[src/rtl/mult_pkg.sv]
// Shared types and defaults for the iterative multiplier family.
package mult_pkg;

  localparam int DEFAULT_WIDTH = 8;

  typedef enum logic [1:0] {
    IDLE = 2'd0,
    CALC = 2'd1,
    DONE = 2'd2
  } state_e;

endpackage

[src/rtl/mult_sign_fix.sv]
// Conditional two's-complement negate: yields |x| on the way in and
// restores the sign of the result on the way out.
module mult_sign_fix #(
  parameter int W = 8
) (
  input  logic [W-1:0] data_i,
  input  logic         neg_i,
  output logic [W-1:0] data_o
);

  assign data_o = neg_i ? (~data_i + W'(1)) : data_i;

endmodule

[src/rtl/seq_mult.sv]
// Iterative shift-add multiplier with valid/ready handshakes on both sides.
// Signed operands are multiplied as magnitudes and the sign is fixed at the end.
module seq_mult
  import mult_pkg::*;
#(
  parameter int WIDTH = DEFAULT_WIDTH,
  parameter int CNT_W = $clog2(WIDTH + 1)
) (
  input  logic               clk,
  input  logic               rst_n,
  input  logic               in_valid,
  output logic               in_ready,
  input  logic [WIDTH-1:0]   a,
  input  logic [WIDTH-1:0]   b,
  input  logic               is_signed,
  output logic               out_valid,
  input  logic               out_ready,
  output logic [2*WIDTH-1:0] product,
  output logic               busy
);

  state_e               state_q, state_d;
  logic [2*WIDTH-1:0]   ma_q, ma_d;
  logic [WIDTH-1:0]     mb_q, mb_d;
  logic [2*WIDTH-1:0]   acc_q, acc_d;
  logic [CNT_W-1:0]     cnt_q, cnt_d;
  logic                 neg_q, neg_d;
  logic [2*WIDTH-1:0]   product_q, product_d;

  logic [WIDTH-1:0]     magA, magB;
  logic [2*WIDTH-1:0]   accSum, signedResult;

  // The magnitude of the most negative value still fits as an unsigned WIDTH-bit number.
  mult_sign_fix #(.W(WIDTH)) uFixA (
    .data_i(a),
    .neg_i (is_signed & a[WIDTH-1]),
    .data_o(magA)
  );

  mult_sign_fix #(.W(WIDTH)) uFixB (
    .data_i(b),
    .neg_i (is_signed & b[WIDTH-1]),
    .data_o(magB)
  );

  assign accSum = mb_q[0] ? (acc_q + ma_q) : acc_q;

  mult_sign_fix #(.W(2 * WIDTH)) uFixResult (
    .data_i(accSum),
    .neg_i (neg_q),
    .data_o(signedResult)
  );

  assign in_ready  = (state_q == IDLE);
  assign out_valid = (state_q == DONE);
  assign busy      = (state_q != IDLE);
  assign product   = product_q;

  always_comb begin
    state_d   = state_q;
    ma_d      = ma_q;
    mb_d      = mb_q;
    acc_d     = acc_q;
    cnt_d     = cnt_q;
    neg_d     = neg_q;
    product_d = product_q;

    unique case (state_q)
      IDLE: begin
        if (in_valid) begin
          ma_d    = {{WIDTH{1'b0}}, magA};
          mb_d    = magB;
          neg_d   = is_signed & (a[WIDTH-1] ^ b[WIDTH-1]);
          acc_d   = '0;
          cnt_d   = '0;
          state_d = CALC;
        end
      end
      CALC: begin
        acc_d = accSum;
        ma_d  = ma_q << 1;
        mb_d  = mb_q >> 1;
        cnt_d = cnt_q + CNT_W'(1);
        // Always run the full WIDTH iterations so latency is data-independent.
        if (cnt_q == CNT_W'(WIDTH - 1)) begin
          product_d = signedResult;
          state_d   = DONE;
        end
      end
      DONE: begin
        if (out_ready) begin
          state_d = IDLE;
        end
      end
      default: state_d = IDLE;
    endcase
  end

  always_ff @(posedge clk) begin
    if (!rst_n) begin
      state_q   <= IDLE;
      ma_q      <= '0;
      mb_q      <= '0;
      acc_q     <= '0;
      cnt_q     <= '0;
      neg_q     <= 1'b0;
      product_q <= '0;
    end else begin
      state_q   <= state_d;
      ma_q      <= ma_d;
      mb_q      <= mb_d;
      acc_q     <= acc_d;
      cnt_q     <= cnt_d;
      neg_q     <= neg_d;
      product_q <= product_d;
    end
  end

endmodule

[config.mk]
export PLATFORM = sky130hd
export DESIGN_NAME = seq_mult
export DESIGN_NICKNAME = d
export VERILOG_FILES = /design/src/rtl/mult_pkg.sv /design/src/rtl/mult_sign_fix.sv /design/src/rtl/seq_mult.sv
export SDC_FILE = /design/constraint.sdc
export NUM_CORES = 1
export LEC_CHECK = 0
export CAP_MARGIN = 20
export CORE_MARGIN = 10
export CORE_UTILIZATION = 60
export DETAILED_ROUTE_END_ITERATION = 16
export GPL_ROUTABILITY_DRIVEN = 1
export PLACE_DENSITY_LB_ADDON = 0.3
export SLEW_MARGIN = 5
export SYNTH_ARGS = -nofsm -noshare
export SYNTH_HDL_FRONTEND = slang
export SYNTH_SLANG_ARGS = --single-unit
[constraint.sdc]
create_clock -name clk -period 5.4 [get_ports clk]
set_clock_uncertainty 0.1 [all_clocks]
set_input_delay 1.08 -clock clk [delete_from_list [all_inputs] [get_ports clk]]
set_output_delay 1.08 -clock clk [all_outputs]
set_load 0.1 [all_outputs]
# After elaboration in Yosys (flattened, before gate mapping)

Cells that the tools add are included.

Flip-flop bits (word level): 63
Bits of input ports: 21
Output and inout port bits: 19
Logic and storage cells: 48

Add/subtract/negate cells: 5
Eq/ne operators: 6
Multiplexer cells: 16
Bitwise gates (word level): 7
Reductions and logical operators: 7

Operators by type and width:

| operator                                      | count |
|---|---|
| two-way mux 16 bit                            | 4 |
| one-hot mux 16 bit (2 select lines)           | 2 |
| two-way mux 8 bit                             | 3 |
| adder 16 x 1 -> 16 bit, second input constant | 1 |
| adder 16 bit                                  | 1 |
| adder 8 x 1 -> 8 bit, second input constant   | 2 |
| NOT 16 bit                                    | 1 |
| NOT 8 bit                                     | 2 |
| one-hot mux 8 bit (2 select lines)            | 1 |
| one-hot mux 4 bit (2 select lines)            | 1 |
| two-way mux 2 bit                             | 3 |
| one-hot mux 2 bit (3 select lines)            | 1 |
| AND reduction 2 bit                           | 3 |
| adder 4 x 1 -> 4 bit, second input constant   | 1 |
| == test 4 x 3 -> 1 bit, second input constant | 1 |
| two-way mux 4 bit                             | 1 |
| != test 2 bit, second input constant          | 2 |
| nonzero test 2 bit                            | 2 |
| bitwise AND 1 bit                             | 3 |
| AND reduction 3 bit                           | 1 |
| == test 2 x 1 -> 1 bit, second input constant | 1 |
| == test 2 bit, second input constant          | 1 |
| zero test 2 bit                               | 1 |
| != test 2 x 1 -> 1 bit, second input constant | 1 |
| bitwise XOR 1 bit                             | 1 |

# Longest topological paths before layout

Depth after elaboration: 5
Mapped depth: 11
Gate-level depth less buffers: 11

# Cells and area by module

Synthesis repeated with hierarchy kept, for this count alone.

Cell total of the unflattened synthesis: 490
Area total of the unflattened synthesis: 3,908.7 sq um

Modules (own cells, without submodules):

| module                     | instances | cells an instance | area each (sq um) | sequential area each (sq um) |
|---|---|---|---|---|
| seq_mult                   | 1         | 400               | 3,210.6           | 1,261.2 |
| mult_sign_fix (uFixResult) | 1         | 48                | 355.3             | 0.0 |
| mult_sign_fix (uFixA ...)  | 2         | 21                | 171.4             | 0.0 |

# Worst setup path after synthesis

No wires, ideal clock.

Kind: register to output
Start: reg state_q[0]
End: out busy
Arrival: 2.606 ns
Required time: 4.220 ns
Path slack: 1.614 ns
Cell stages (with the launch flop): 3
Path buffers: 0
Path through: dfxtp_1 nor2_1 inv_1

Word-level cells in the longest chain between the ends: 1

Ends and longest elaborated chain:

| element                  | line            | source |
|---|---|---|
| start: declaration       | seq_mult.sv:22  | `state_e state_q, state_d;` |
| start signal: assignment | seq_mult.sv:109 | `state_q <= state_d;` |
| nonzero test 2 bit       | seq_mult.sv:56  | `assign busy = (state_q != IDLE);` |
| end: declaration         | seq_mult.sv:19  | `output logic busy` |

Every way passes these cells.

# Worst setup path after layout

Start: reg ma_q[0]
End: reg product_q[15], in the netlist product[15]

Word-level cells in the longest chain between the ends: 5

Ends and longest elaborated chain:

| element                  | line                | source |
|---|---|---|
| start: declaration       | seq_mult.sv:23      | `logic [2*WIDTH-1:0] ma_q, ma_d;` |
| start signal: assignment | seq_mult.sv:110     | `ma_q <= ma_d;` |
| adder 16 bit *           | seq_mult.sv:46      | `assign accSum = mb_q[0] ? (acc_q + ma_q) : acc_q;` |
| two-way mux 16 bit *     | seq_mult.sv:46      |  |
| NOT 16 bit               | mult_sign_fix.sv:11 | `assign data_o = neg_i ? (~data_i + W'(1)) : data_i;` |
| adder 16 x 1 -> 16 bit   | mult_sign_fix.sv:11 |  |
| two-way mux 16 bit *     | mult_sign_fix.sv:11 |  |
| end signal: assignment   | seq_mult.sv:115     | `product_q <= product_d;` |
| end: declaration         | seq_mult.sv:28      | `logic [2*WIDTH-1:0] product_q, product_d;` |

Every way passes the cells marked *; elsewhere a longest branch is shown, timed or not.
A chain may end at the register's enable or synchronous reset.

==> out/metrics.yaml <==
global_route:
  antenna_found_initial: 0
  met2_usage: 0.332
  grt_max_degree: 56
  grt_pass1_wl_um: 16400
  grt_busiest_layer: "met2"
  grt-ovfl-total: 0
  grt_util_all_layers: 0.192
  gr-usage-met3: 0.0470
  grt_use_met1: 0.222
  grt_pass1_vias: 3674
drt:
  route.detailed.drc: 0
  drt_iter0_drc: 279
  drtPass1Iterations: 5
  detail_route.wl_per_cell_um: 15.9
  ant_nets: 0
  routed_wl_um: 9810
  dr_total_vias: 3816
  vias_per_cell: 6.16
die:
  die_w_um: 101
  design.die.area_um2: 10200
  die_height_um: 101
  core_um2: 6390
  rows: 29
  initial_core_util: 0.619
  ios: 40
critical_path:
  crit_slowest_cell: "nor3_1"
  slowest_delay_ns: 0.46
  worstPathMaxFanout: 5
  crit_chain: "ha_1, fa_1, a211oi_2, o211a_1, o21ai_1, and4b_1, nor3_1, and2_1, a41oi_1, or3_1, nand3_1"
  crit_type: "reg -> reg"
  cp.required_ns: 5.59
  start_kind: "flip-flop"
  cp-end-kind: "flip-flop"
  crit_arrival_ns: 3.45
logic_synthesis:
  synthXorXnorAreaFrac: 0.0554
  synth_edf_count: 0
  yosys.area_share.simple: 0.256
  syn-num-nets: 552
  async_flop_share: 0
  synth_top_family_by_area: "simple AND/OR/NAND/NOR gates"
  synth-compound-area-share: 0.244
  syn_area_per_cell_um2: 7.74
  ys.flop_type: "dfxtp_1"
  yosysUniqueCellTypes: 61
  synth_area_um2: 3960
  synthesis.instances: 511
  yosysSeqAreaShare: 0.319
  yosys_warnings: 0
  synth_mux_area_frac: 0.0183
  synth_fa_ha_area_frac: 0.0652
  synth-seq-cells: 63
clock_network:
  clock_latency_ns: 0.35
  cts_setup_buffers: 0
  h-tree-depth: 3
  root_buffer: "clkbuf_8"
  cts_buffer_depth: 2
  holdBufCountCts: 0
  post_cts_resized: 0
  clk_pin_slew_ns: 0.07
  cts_tree: "done"
  numCtsBuffers: 9
  cts.sinks: 63
timing:
  fin_crit_ns: 3.26
  fin_crit_sh: 0.603
  worst_pin_slew_ns: 1.04
  maxSlewHeadroom: 0.303
  final.setup.tns_ns: 0
  rsz0062_at_grt: "no"
  setup_viol: 0
  hold_viol_final: 0
  fmax_ghz: 0.307
  slew_violations: 0
layout:
  area_growth_pct: 16.0
  final_common_cell: "dfxtp_1"
  mostFrequentLayoutCells: "63 x dfxtp_1, 60 x a21oi_1, 55 x nand2_1, 50 x nor2_1, 39 x clkdlybuf4s50_1"
  nNetsFinal: 578
  antennaDiodeCount: 0
  multiInputGateArea_um2: 2530
  drive_gt1_frac: 0.0683
  regArea_um2: 1260
  nFillCells: 520
placement:
  hpwl_um: 6940
  place_congestion: 0.844
  portBuffers: 39
worst_hold_path:
  hold_path_class: "reg -> reg"
pwr:
  p_per_area_nw_per_um2: 237
  totalPowerFinal_uw: 1090
  leakagePower_uw: 0.00176
  ir_drop_mv: 0.201
job:
  cap_violations: 0
status:
  status: "finished, final reports clean"
==> sequential cells by signal (all words and copies together) (netlist names) <==
name and flops:
cnt_q 4, product 16, mb_q 8, ma_q 16, neg_q 1, state_q 2
acc_q 16
==> worst paths after layout <==
path,slack [ns],cells after the start,endpoint,from
setup reg to reg,2.14,11,product[15],ma_q[0]
hold reg to reg,0.36,2,product[5],product[5]
hold / removal,0.36,2,product[5],product[5]
setup / recovery,2.14,11,product[15],ma_q[0]
==> synthesized netlist by cell type, drive strengths merged (5+ instances only) <==
cell type	count	area, um^2
o21a	6	46.3
xor2	12	105
a211oi	6	55.1
mux2i	5	50.1
xnor2	13	114
dfxtp	63	1260
nand2b	11	68.8
inv	16	60.1
a22oi	12	90.1
a21oi	60	300
a31oi	14	93.8
clkbuf	24	90.1
nor2	51	194
o21ai	20	100
nand4	7	43.8
o22ai	7	43.8
nor3	21	136
nand2	55	206
ha	19	238
nand3	24	125
o211ai	5	42.5
and2	7	43.8
==> metrics by stage <==
stage               hold WS [ns]   util  instance area, um^2  setup slack (ns)  cells
floorplan                  0.332      -                 3960              1.61    511
global placement           0.341  0.683                 4360              2.24    603
detailed placement         0.348  0.683                 4360              2.18    603
CTS                        0.357  0.718                 4590              2.13    619
global route               0.388  0.718                 4590              1.94    619
finish                     0.356  0.718                 4590              2.14    619
==> area by class of cell <==
| type | instances | share of cell area |
|---|---|---|
| clock inverters | 5 | 0.0177 |
| inverters | 16 | 0.0131 |
| flip-flops and latches | 63 | 0.275 |
| clock buffers | 11 | 0.0308 |
| well taps | 77 | 0.0210 |
| multi-input cells | 404 | 0.551 |
| repair buffers | 43 | 0.0917 |
==> kinds of logic (layout without fill, tap and decap cells) <==
| kind of cell | Yosys count | in the layout |
|---|---|---|
| adder cells (fa/ha/maj) | 20 | 20 |
| buffers and inverters | 44 | 75 |
| multiplexers | 7 | 7 |
| AO/OA/AOI/OAI | 151 | 151 |
| AND/OR/NAND/NOR | 201 | 201 |
| XOR/XNOR | 25 | 25 |
| flip-flops | 63 | 63 |
==> layer usage <==
metal  vias to the layer above  routed length [um]
met4                         0                 240
li1                       1900                   -
met1                      1780                4300
met3                        22                 445
met2                       114                4830
met5                         -                   0
==> report_power, final <==
part,switching [uW],internal (uW)
combinational,90.1,50.6
sequential,9.86,475
clock,189,273
==> critical path: cells and delay by family, from the launching register on <==
family / cells / cell delay, ns
AND/OR/NAND/NOR: 5 / 1.31
flip-flops: 1 / 0.33
adder cells (fa/ha/maj): 2 / 0.70
AO/OA/AOI/OAI: 4 / 0.77
(Power assumes the default switching activity.)
